==> src/rtl/instr_encoder_if.sv <==
// Request/write handshake bundle for the RV32 instruction encoder.
// The slave side is the encoder; the master side is the producer/memory writer.
interface instr_encoder_if #(
    parameter int ADDR_W = 10
);
    logic              in_valid;
    logic              in_ready;
    logic [2:0]        fmt;
    logic [6:0]        opcode;
    logic [4:0]        rd;
    logic [2:0]        funct3;
    logic [4:0]        rs1;
    logic [4:0]        rs2;
    logic [6:0]        funct7;
    logic [31:0]       imm;
    logic              out_valid;
    logic              out_ready;
    logic [31:0]       out_instr;
    logic [ADDR_W-1:0] out_addr;

    modport master (
        output in_valid, fmt, opcode, rd, funct3,
        output rs1, rs2, funct7, imm, out_ready,
        input  in_ready, out_valid, out_instr, out_addr
    );

    modport slave (
        input  in_valid, fmt, opcode, rd, funct3,
        input  rs1, rs2, funct7, imm, out_ready,
        output in_ready, out_valid, out_instr, out_addr
    );
endinterface

==> src/rtl/instr_encoder.sv <==
// RV32 instruction encoder: packs fields into words and streams them to sequential memory addresses.
// Optional macro INSTR_ENCODER_IMM_CHECK_EN flags immediates that do not fit the chosen format.
module instr_encoder #(
    parameter int                ADDR_W    = 10,
    parameter logic [ADDR_W-1:0] BASE_ADDR = '0
) (
    input  logic             clk,
    input  logic             rst_n,
    instr_encoder_if.slave   bus,
    input  logic             restart,
    output logic             full,
    output logic             err
);
    localparam logic [2:0]  FMT_R = 3'd0;
    localparam logic [2:0]  FMT_I = 3'd1;
    localparam logic [2:0]  FMT_S = 3'd2;
    localparam logic [2:0]  FMT_B = 3'd3;
    localparam logic [2:0]  FMT_U = 3'd4;
    localparam logic [2:0]  FMT_J = 3'd5;
    localparam logic [31:0] NOP   = 32'h0000_0013;

    typedef enum logic {
        LOAD,
        FULL
    } state_t;

    state_t            state_q;
    logic [ADDR_W-1:0] cnt_q;
    logic [ADDR_W-1:0] cnt_d;
    logic              out_valid_q;
    logic [31:0]       out_instr_q;
    logic [ADDR_W-1:0] out_addr_q;
    logic              err_q;
    logic [31:0]       enc;
    logic              fmt_bad;
    logic              rng_bad;
    logic              accept;

    logic [31:0] imm;
    assign imm = bus.imm;

    assign bus.in_ready  = !restart && (state_q == LOAD)
                         && (!out_valid_q || bus.out_ready);
    assign accept        = bus.in_valid && bus.in_ready;
    assign cnt_d         = cnt_q + 1'b1;

    assign bus.out_valid = out_valid_q;
    assign bus.out_instr = out_instr_q;
    assign bus.out_addr  = out_addr_q;
    assign full          = (state_q == FULL);
    assign err           = err_q;

    // Pack the request fields into a 32-bit word for the selected format.
    always_comb begin
        enc     = NOP;
        fmt_bad = 1'b0;
        unique case (bus.fmt)
            FMT_R: enc = {bus.funct7, bus.rs2, bus.rs1,
                          bus.funct3, bus.rd, bus.opcode};
            FMT_I: enc = {imm[11:0], bus.rs1,
                          bus.funct3, bus.rd, bus.opcode};
            FMT_S: enc = {imm[11:5], bus.rs2, bus.rs1,
                          bus.funct3, imm[4:0], bus.opcode};
            FMT_B: enc = {imm[12], imm[10:5], bus.rs2, bus.rs1,
                          bus.funct3, imm[4:1], imm[11], bus.opcode};
            FMT_U: enc = {imm[31:12], bus.rd, bus.opcode};
            FMT_J: enc = {imm[20], imm[10:1], imm[11],
                          imm[19:12], bus.rd, bus.opcode};
            default: begin
                enc     = NOP;
                fmt_bad = 1'b1;
            end
        endcase
    end

`ifdef INSTR_ENCODER_IMM_CHECK_EN
    // Flag immediates whose dropped upper bits are not a sign extension.
    always_comb begin
        rng_bad = 1'b0;
        unique case (bus.fmt)
            FMT_I, FMT_S: rng_bad = (|imm[31:11]) && !(&imm[31:11]);
            FMT_B: rng_bad = imm[0]
                           || ((|imm[31:12]) && !(&imm[31:12]));
            FMT_J: rng_bad = imm[0]
                           || ((|imm[31:20]) && !(&imm[31:20]));
            FMT_U: rng_bad = |imm[11:0];
            default: rng_bad = 1'b0;
        endcase
    end
`else
    assign rng_bad = 1'b0;
`endif

    // Load-sequence FSM, address counter, sticky error and output register.
    always_ff @(posedge clk or negedge rst_n) begin
        if (!rst_n) begin
            state_q     <= LOAD;
            cnt_q       <= BASE_ADDR;
            err_q       <= 1'b0;
            out_valid_q <= 1'b0;
            out_instr_q <= '0;
            out_addr_q  <= '0;
        end else begin
            if (restart) begin
                state_q <= LOAD;
                cnt_q   <= BASE_ADDR;
                err_q   <= 1'b0;
            end else if (accept) begin
                cnt_q <= cnt_d;
                // Counter wrapping back to its start means every word is used.
                if (cnt_d == BASE_ADDR) begin
                    state_q <= FULL;
                end
                if (fmt_bad || rng_bad) begin
                    err_q <= 1'b1;
                end
            end
            // A pending word is owned by the writer, so restart leaves it alone.
            if (accept) begin
                out_valid_q <= 1'b1;
                out_instr_q <= enc;
                out_addr_q  <= cnt_q;
            end else if (bus.out_ready) begin
                out_valid_q <= 1'b0;
            end
        end
    end
endmodule
==> src/flat_wrapper.sv <==
// flat-port wrapper written by rule: the top's interface ports become plain ports
module instr_encoder_flat 
#(
    parameter int                ADDR_W    = 10,
    parameter logic [ADDR_W-1:0] BASE_ADDR = '0
)
  (clk, rst_n, restart, full, err, bus_in_valid, bus_fmt, bus_opcode, bus_rd, bus_funct3, bus_rs1, bus_rs2, bus_funct7, bus_imm, bus_out_ready, bus_in_ready, bus_out_valid, bus_out_instr, bus_out_addr);
  instr_encoder_if #(.ADDR_W(ADDR_W)) bus_i ();
  input  logic clk;
  input  logic rst_n;
  input  logic restart;
  output logic full;
  output logic err;
  input wire logic [$bits(bus_i.in_valid)-1:0] bus_in_valid;
  input wire logic [$bits(bus_i.fmt)-1:0] bus_fmt;
  input wire logic [$bits(bus_i.opcode)-1:0] bus_opcode;
  input wire logic [$bits(bus_i.rd)-1:0] bus_rd;
  input wire logic [$bits(bus_i.funct3)-1:0] bus_funct3;
  input wire logic [$bits(bus_i.rs1)-1:0] bus_rs1;
  input wire logic [$bits(bus_i.rs2)-1:0] bus_rs2;
  input wire logic [$bits(bus_i.funct7)-1:0] bus_funct7;
  input wire logic [$bits(bus_i.imm)-1:0] bus_imm;
  input wire logic [$bits(bus_i.out_ready)-1:0] bus_out_ready;
  output wire logic [$bits(bus_i.in_ready)-1:0] bus_in_ready;
  output wire logic [$bits(bus_i.out_valid)-1:0] bus_out_valid;
  output wire logic [$bits(bus_i.out_instr)-1:0] bus_out_instr;
  output wire logic [$bits(bus_i.out_addr)-1:0] bus_out_addr;
  assign bus_i.in_valid = bus_in_valid;
  assign bus_i.fmt = bus_fmt;
  assign bus_i.opcode = bus_opcode;
  assign bus_i.rd = bus_rd;
  assign bus_i.funct3 = bus_funct3;
  assign bus_i.rs1 = bus_rs1;
  assign bus_i.rs2 = bus_rs2;
  assign bus_i.funct7 = bus_funct7;
  assign bus_i.imm = bus_imm;
  assign bus_i.out_ready = bus_out_ready;
  assign bus_in_ready = bus_i.in_ready;
  assign bus_out_valid = bus_i.out_valid;
  assign bus_out_instr = bus_i.out_instr;
  assign bus_out_addr = bus_i.out_addr;
  instr_encoder #(.ADDR_W(ADDR_W), .BASE_ADDR(BASE_ADDR)) u_core (.clk(clk), .rst_n(rst_n), .bus(bus_i), .restart(restart), .full(full), .err(err));
endmodule
==> config.mk <==
export PLATFORM = sky130hd
export DESIGN_NAME = instr_encoder_flat
export DESIGN_NICKNAME = d
export VERILOG_FILES = /design/src/rtl/instr_encoder_if.sv /design/src/rtl/instr_encoder.sv /design/src/flat_wrapper.sv
export SDC_FILE = /design/constraint.sdc
export NUM_CORES = 1
export LEC_CHECK = 0
export ABC_AREA = 1
export CORE_ASPECT_RATIO = 0.9
export CORE_MARGIN = 8
export CORE_UTILIZATION = 30
export DETAILED_ROUTE_END_ITERATION = 7
export PLACE_DENSITY = 0.57
export SETUP_SLACK_MARGIN = 0.5
export SYNTH_ARGS = -nofsm -noshare
export SYNTH_HDL_FRONTEND = slang
export SYNTH_SLANG_ARGS = --single-unit
==> constraint.sdc <==
create_clock -name clk -period 1.54 [get_ports clk]
set_input_delay 0.385 -clock clk [delete_from_list [all_inputs] [get_ports clk]]
set_output_delay 0.385 -clock clk [all_outputs]
set_load 0.02 [all_outputs]
==> reports/results.txt <==
The slowest stage of the critical path is the sky130_fd_sc_hd__dfrtp_2 cell. The number of pins exceeding their max-slew limit in the final report was 0; the total inserted antenna cells was 0. The area growth from synthesis to layout came out at 93.37%. The classification of the worst-slack hold path was input port to asynchronous set/reset pin. 118 I/O pins were placed.

The number of nets in the synthesized netlist is 421. The cell count after placement was 602; the compound-cell area share of the yosys netlist was 14.97%. The run gives 15.18% as the global-route total usage across every layer. The post-synthesis mux area share is 0%, and the netlist area before placement is 2791 µm². By instance count, the leading cell after synthesis is sky130_fd_sc_hd__nand2_1.

In this design, the stage delay of the slowest critical-path cell is 370 ps. After layout, the minimum clock period comes to 1481 ps. Clock latency on the worst-skew pair, taken at its later pin, is 310 ps. Once the floorplan was initialized, standard cells occupied 30.73% of the core. The synthesized netlist devotes 28.78% of its cell area to simple gates. The first global-routing pass estimated 15,910 µm of wire. The share of the clock period used by the worst path came out at 96.15%.

The largest fanout on the critical path is 7. The run gives 6942 µm as the placed wire-length estimate after detailed placement. The clock arrives with 7.487 ps of skew.

Sorting the synthesized cells by area gives the leading types as sky130_fd_sc_hd__dfrtp_1, sky130_fd_sc_hd__nand2_1, sky130_fd_sc_hd__nand3_1, sky130_fd_sc_hd__a21o_1, sky130_fd_sc_hd__inv_1. The congestion estimate from routability-driven global placement came to 0.8190. Dividing total power by cell area gives a power density of 773.8 nW/µm². For this run, asynchronously set or reset flops after synthesis account for 100.0%. Sequential elements use 49.31% of the synthesized area.

OpenSTA, run right after detailed placement, puts the worst setup slack at -573.6 ps. The floorplan step set the die height to 107.5 µm. After synthesis, the largest area contributor takes up 49.31% of total cell area. The tools report the filler cell count as 818. The worst supply voltage drop on vdd is 0.0004535 V. The run finished with clean final reports. The Yosys step of the flow raised 0 warnings. Counting distinct cell types in the post-synthesis netlist gives 28. Summed negative setup slack over all endpoints: 0 ps. The signal on the critical path passes through nor2_1 -> and2_4 -> buf_6 -> nand2_8 -> inv_8 -> or2_4 -> buf_12 -> o21ai_2. The depth of the worst register-to-register path is 8. The run gives 12,650 µm² as the die area. The logs give 33 for the placement row count and 0 for the residual overflow from global routing. Synthesis handed over a netlist of 348 instances. In this run, CTS created clock tree buffers numbering 5. The dominant cell type by area after synthesis was sky130_fd_sc_hd__dfrtp_1. Measured along the x axis, the die boundary spans 117.7 µm. In the synthesized netlist, the cells that appear most often are sky130_fd_sc_hd__nand2_1, sky130_fd_sc_hd__dfrtp_1, sky130_fd_sc_hd__nand3_1. The floorplan step defined a core boundary enclosing 9084 µm².

The run gives 2.659 nW as the static leakage power. Number of storage elements in the synthesis netlist: 55. After layout, the worst setup slack is 59.34 ps. The detail-routed via count per cell is 4.648. The main combinational cell family by area after synthesis was simple AND/OR/NAND/NOR gates. Timing would allow up to 675.4 MHz. After clock tree synthesis, the clock-pin slew on the worst setup and hold paths is 100 ps. Entering global routing, the biggest net connects 56 pins. Setup repair after global routing could not meet its margin everywhere.

In the routed design, unresolved DRC markers number 0. The total count of hold-check failures in the final report was 0; the worst slew margin relative to its limit was 70.02%. The transition at the pin with the smallest max-transition slack was 449.7 ps; the fraction of final layout cells with drive strength greater than 1 was 41.95%. In the synthesized netlist the dominant register cell turns out to be sky130_fd_sc_hd__dfrtp_1. STA puts the critical path data arrival time at 1720 ps. The clock root buffer was sky130_fd_sc_hd__clkbuf_8. The post-route cell area is 5398 µm². The endpoint identified for the worst register-to-register timing path is u_core.cnt_q[5]. The launching element of the worst setup path is u_core.full. At the worst endpoint, the required time is 1780 ps. Once detail routing completed, the nets flagged for antenna violations numbered 0. Excluding fillers, the count of instances in the completed layout stands at 656. Cells fill 59.42% of the core in the end. The worst register-to-register path begins at u_core.full. The final route contains 3,049 vias.

For this block, the initial DRC count from the detailed router was 117. Buffers placed on the I/O ports in this run total 117. TritonCTS built the clock tree. Summing the areas of all xor and xnor instances in the mapped netlist gives 0% of the synthesized area.

The adder-cell share of the synthesized area was 0.4482%; the post-route worst hold slack was 64.96 ps. After layout, the design draws a total of 4.177 mW. The tools report the number of setup violations in the final report as 0. The number of buffers between clock root and the deepest sink was 2; the detail-routed net length per standard cell was 15.21 µm. The worst setup path is launched from a flop. STA classifies the critical path endpoint as a flop.

The final routed wirelength across all metal layers is 9978 µm. In this run, synthesis inferred 0 flip-flops with an integrated enable. The worst register-to-register path has a setup slack of 60 ps.

The average instance area after synthesis was 8.021 µm². The run gives 3,120 as the number of global-route vias before repair. In this run the cell area measured after placement is 4303 µm². The number of antenna violations at the first check in global routing is 0. For this run, the post-layout net count is 606.

CTS saw 55 sinks. The first TritonRoute pass finished after 4 iterations. The setup path with the least slack is of type flop to flop. Max-cap violations in this run came to 0. The H-tree was split into 2 levels.
## timing repair
action                                  CTS  global route
buffers inserted                         26            12
gates cloned                              5             3
endpoints found under the setup margin  101           101
hold buffers                              0             0
resized for setup                       355            67
pin swaps                                35            22
## kinds of logic (layout without fill, tap and decap cells)
family          Yosys count  count (layout)
fa+ha+maj                 1               1
buf+inv                  40             225
simple gates            192             193
compound gates           60              60
flops                    55              55
## where the power goes
part / switching, mW / leakage, nW / internal (mW)
clock: 0.478 / 0.0515 / 0.412
sequential: 0.123 / 0.713 / 1.60
combinational: 0.684 / 1.89 / 0.881
total: 1.29 / 2.66 / 2.89
## sequential cells by signal, indices dropped and copies added (netlist names)
signal                cells
u_core.err                1
u_core.cnt_q             10
u_core.bus.out_instr     32
u_core.bus.out_addr      10
u_core.full               1
u_core.bus.out_valid      1
## cells in the final DEF, fill, tap and decap left out, types with 4 or more instances in the layout
| cell type | Yosys | routed |
|---|---|---|
| sky130_fd_sc_hd__nand2_1 | 130 | 88 |
| sky130_fd_sc_hd__clkdlybuf4s50_1 | 0 | 65 |
| sky130_fd_sc_hd__buf_6 | 2 | 62 |
| sky130_fd_sc_hd__dfrtp_1 | 55 | 52 |
| sky130_fd_sc_hd__buf_4 | 1 | 43 |
| sky130_fd_sc_hd__nand3_1 | 35 | 34 |
| sky130_fd_sc_hd__nand2_2 | 1 | 29 |
| sky130_fd_sc_hd__inv_1 | 24 | 19 |
| sky130_fd_sc_hd__nand2_4 | 1 | 14 |
| sky130_fd_sc_hd__nor2_1 | 15 | 13 |
| sky130_fd_sc_hd__a21o_1 | 12 | 12 |
| sky130_fd_sc_hd__o21ai_2 | 7 | 12 |
| sky130_fd_sc_hd__a21oi_2 | 0 | 11 |
| sky130_fd_sc_hd__buf_12 | 0 | 8 |
| sky130_fd_sc_hd__clkbuf_8 | 0 | 7 |
| sky130_fd_sc_hd__inv_2 | 1 | 5 |
| sky130_fd_sc_hd__dlygate4sd2_1 | 0 | 5 |
| sky130_fd_sc_hd__a22o_1 | 4 | 4 |
| sky130_fd_sc_hd__o21ai_1 | 0 | 4 |
| sky130_fd_sc_hd__buf_16 | 0 | 4 |
## metal layers
metal / routed length (µm) / global-route usage (%)
met3: 676 / 4.719
met4: 104 / 2.740
met5: 0 / 0
met2: 4608 / 24.46
met1: 4589 / 19.82
## worst max-delay path by stage
| stage | endpoint | slack, ps | cells after the start |
|---|---|---|---|
| 2_1_floorplan | u_core.bus.out_instr[14] | 170 | 6 |
| 3_3_place_gp | bus_in_ready | -580 | 4 |
| 3_5_place_dp | bus_in_ready | -570 | 5 |
| 4_1_cts | bus_in_ready | 70 | 3 |
| 5_1_grt | u_core.full | -50 | 11 |
| 6_report | u_core.cnt_q[5] | 60 | 8 |
## area by class of cell
class | count | area, µm² | area share (%)
clock buffers | 8 | 100.1 | 1.854
repair buffers | 192 | 2071 | 38.36
inverters | 25 | 101.3 | 1.878
flip-flops and latches | 55 | 1380 | 25.57
multi-input cells | 254 | 1593 | 29.51
well taps | 122 | 152.6 | 2.828
## worst max-delay path: cells and delay by family (launching register included)
kind	cells	cell delay, ps
AND/OR/NAND/NOR	4	600
flip-flops	1	370
buffers and inverters	3	340
AO/OA/AOI/OAI	1	100
Power figures use the tool's default switching activity.
==> RTL change: new RTL, same flow settings <==
`ADDR_W` is set to 10 in 3 places; all go to 11.
--- a/src/rtl/instr_encoder_if.sv
+++ b/src/rtl/instr_encoder_if.sv
@@ -1,7 +1,7 @@
 // Request/write handshake bundle for the RV32 instruction encoder.
 // The slave side is the encoder; the master side is the producer/memory writer.
 interface instr_encoder_if #(
-    parameter int ADDR_W = 10
+    parameter int ADDR_W = 11
 );
     logic              in_valid;
     logic              in_ready;
--- a/src/rtl/instr_encoder.sv
+++ b/src/rtl/instr_encoder.sv
@@ -1,7 +1,7 @@
 // RV32 instruction encoder: packs fields into words and streams them to sequential memory addresses.
 // Optional macro INSTR_ENCODER_IMM_CHECK_EN flags immediates that do not fit the chosen format.
 module instr_encoder #(
-    parameter int                ADDR_W    = 10,
+    parameter int                ADDR_W    = 11,
     parameter logic [ADDR_W-1:0] BASE_ADDR = '0
 ) (
     input  logic             clk,
--- a/src/flat_wrapper.sv
+++ b/src/flat_wrapper.sv
@@ -1,7 +1,7 @@
 // flat-port wrapper written by rule: the top's interface ports become plain ports
 module instr_encoder_flat 
 #(
-    parameter int                ADDR_W    = 10,
+    parameter int                ADDR_W    = 11,
     parameter logic [ADDR_W-1:0] BASE_ADDR = '0
 )
   (clk, rst_n, restart, full, err, bus_in_valid, bus_fmt, bus_opcode, bus_rd, bus_funct3, bus_rs1, bus_rs2, bus_funct7, bus_imm, bus_out_ready, bus_in_ready, bus_out_valid, bus_out_instr, bus_out_addr);
Interface: changed (resized bus_out_addr); port bits go from 118 to 119. The function was not compared with the original's and may differ.
==> RTL change against the unedited design <==
- the run now ends with setup timing left
- power up 14%
- clock skew down 0.0011 ns
- worst setup slack lost 0.068 ns
- sequential cell count up 2
- cell area is 3.4% higher
- area after synthesis grew 3.0%
- wire length up 4.7%
- die area up 2.6%
- largest power group unchanged
- highest routed layer is now met5
==> RTL change: results (changes against the unedited design) <==
The run finished, with violations left. The checks that failed: setup timing. The biggest fanout along the worst timing path is 12 (+5).

The final RePlAce weighted congestion came out at 0.856 (+4.5%). The met3 usage is 7.45% (+2.7 points). The synthesized-area fraction occupied by ao, oa, aoi and oai cells came out at 12.8% (-2.1 points). By count the netlist is led by nand2_1, dfrtp_1, nand3_1, inv_1, o21ai_0. The cell area after placement is 4440 sq um (+3.1%). The hold slack was 0.0554 ns (-0.00960 ns). The level count of the clock H-tree is 3 (+1). The all-layer global routing usage is 15.9% (+0.77 points). The number of buffer cells added on primary ports came out at 118 (+0.85%).

The net count reported at finish came out at 637 (+5.1%). The final number of setup-violating endpoints came to 7 (+7). The met1 track demand over resource came out at 17.6% (-2.2 points).

The met1 wire length came out at 4.24 mm (-7.7%). The wire length per cell came to 15.1 um (-0.93%). The worst clock skew was 0.00641 ns (-0.00108 ns). The post-CTS setup buffer count came out at 27 (+3.8%). The layout cell share with drive strength beyond 1 came out at 37.0% (-4.9 points). The amount of wire on met2 after detailed routing is 5.19 mm (+13%).

The clock latency at the later pin of the worst-skew pair came out at 0.33 ns (+0.02 ns). The setup slack of the critical path after layout was -0.00835 ns (-0.0677 ns). The remaining max-slew budget at the tightest pin came out at 77.1% (+7.1 points).

The worst register-to-register path begins at u_core.bus.out_valid. The mean post-synth cell area came to 7.92 sq um (-1.2%). Ranked by total cell area, the synthesized netlist is headed by dfrtp_1, nand2_1, nand3_1, inv_1, o21ai_0.

The detailed-route vias per instance came out at 4.59 (-1.3%). The clock buffer count from CTS came out at 9 (+4). The worst vdd rail ir drop is 0.000545 V (+20%).

The total wire length after detailed routing was 10.4 mm (+4.7%). The met2 usage came out at 27.3% (+2.9 points). The global-route wire length before repair came out at 16.5 mm (+3.9%). The total met3 wirelength after detailed routing came out at 945 um (+40%). The adder-cell share of the synthesized area came to 0.435% (-0.013 points).
RTL change: changes by cell type in the layout (fill, tap and decap cells not counted), sizes merged, moves of 4 or more:
cell,unedited run,this run
a21o,12,4
a21oi,17,7
a22o,4,0
a22oi,1,8
buf,120,131
inv,25,33
nand2,133,146
o21ai,18,27
o22ai,3,11
RTL change: logic make-up (layout without fill, tap and decap cells):
kind of cell	count (synthesis)	in the layout
AOI/OAI and AO/OA	58	58
adders and majority gates	1	1
buffers and inverters	47	250
DFF	57	57
and+or+nand+nor	200	201
RTL change: report_power, final:
part | internal (W) | total, W | switching [W]
logic | 0.000861 | 0.00154 | 0.000676
clock network | 0.000862 | 0.00145 | 0.000593
registers | 0.00165 | 0.00176 | 0.000116
RTL change: how the worst max path moves through the flow:
| stage | startpoint | to | cells past startpoint |
|---|---|---|---|
| 3_3_place_gp | bus_out_ready | bus_in_ready | 6 |
| 5_1_grt | u_core.bus.out_valid | u_core.cnt_q[9] | 8 |
| 2_1_floorplan | u_core.full | u_core.cnt_q[0] | 8 |
| 3_5_place_dp | bus_out_ready | bus_in_ready | 6 |
| 4_1_cts | u_core.bus.out_valid | bus_in_ready | 4 |
| 6_report | u_core.bus.out_valid | u_core.cnt_q[9] | 8 |
RTL change: worst max-delay path, stage by stage (launching register included):
cell and delay [ns]:
dfrtp_2 0.41, nand2_2 0.10, buf_6 0.10, buf_6 0.09, and3_4 0.28, inv_8 0.07
buf_12 0.13, clkbuf_16 0.16, o22ai_1 0.12
RTL change: cell type report:
| type | instances | share of cell area, % |
|---|---|---|
| timing repair inverter | 1 | 0.112 |
| timing repair buffer | 202 | 38.9 |
| inverter | 33 | 2.73 |
| clock buffer | 12 | 2.96 |
| multi-input combinational | 260 | 26.2 |
| sequential | 57 | 25.6 |
| clock inverter | 2 | 0.672 |
| tap | 126 | 2.82 |
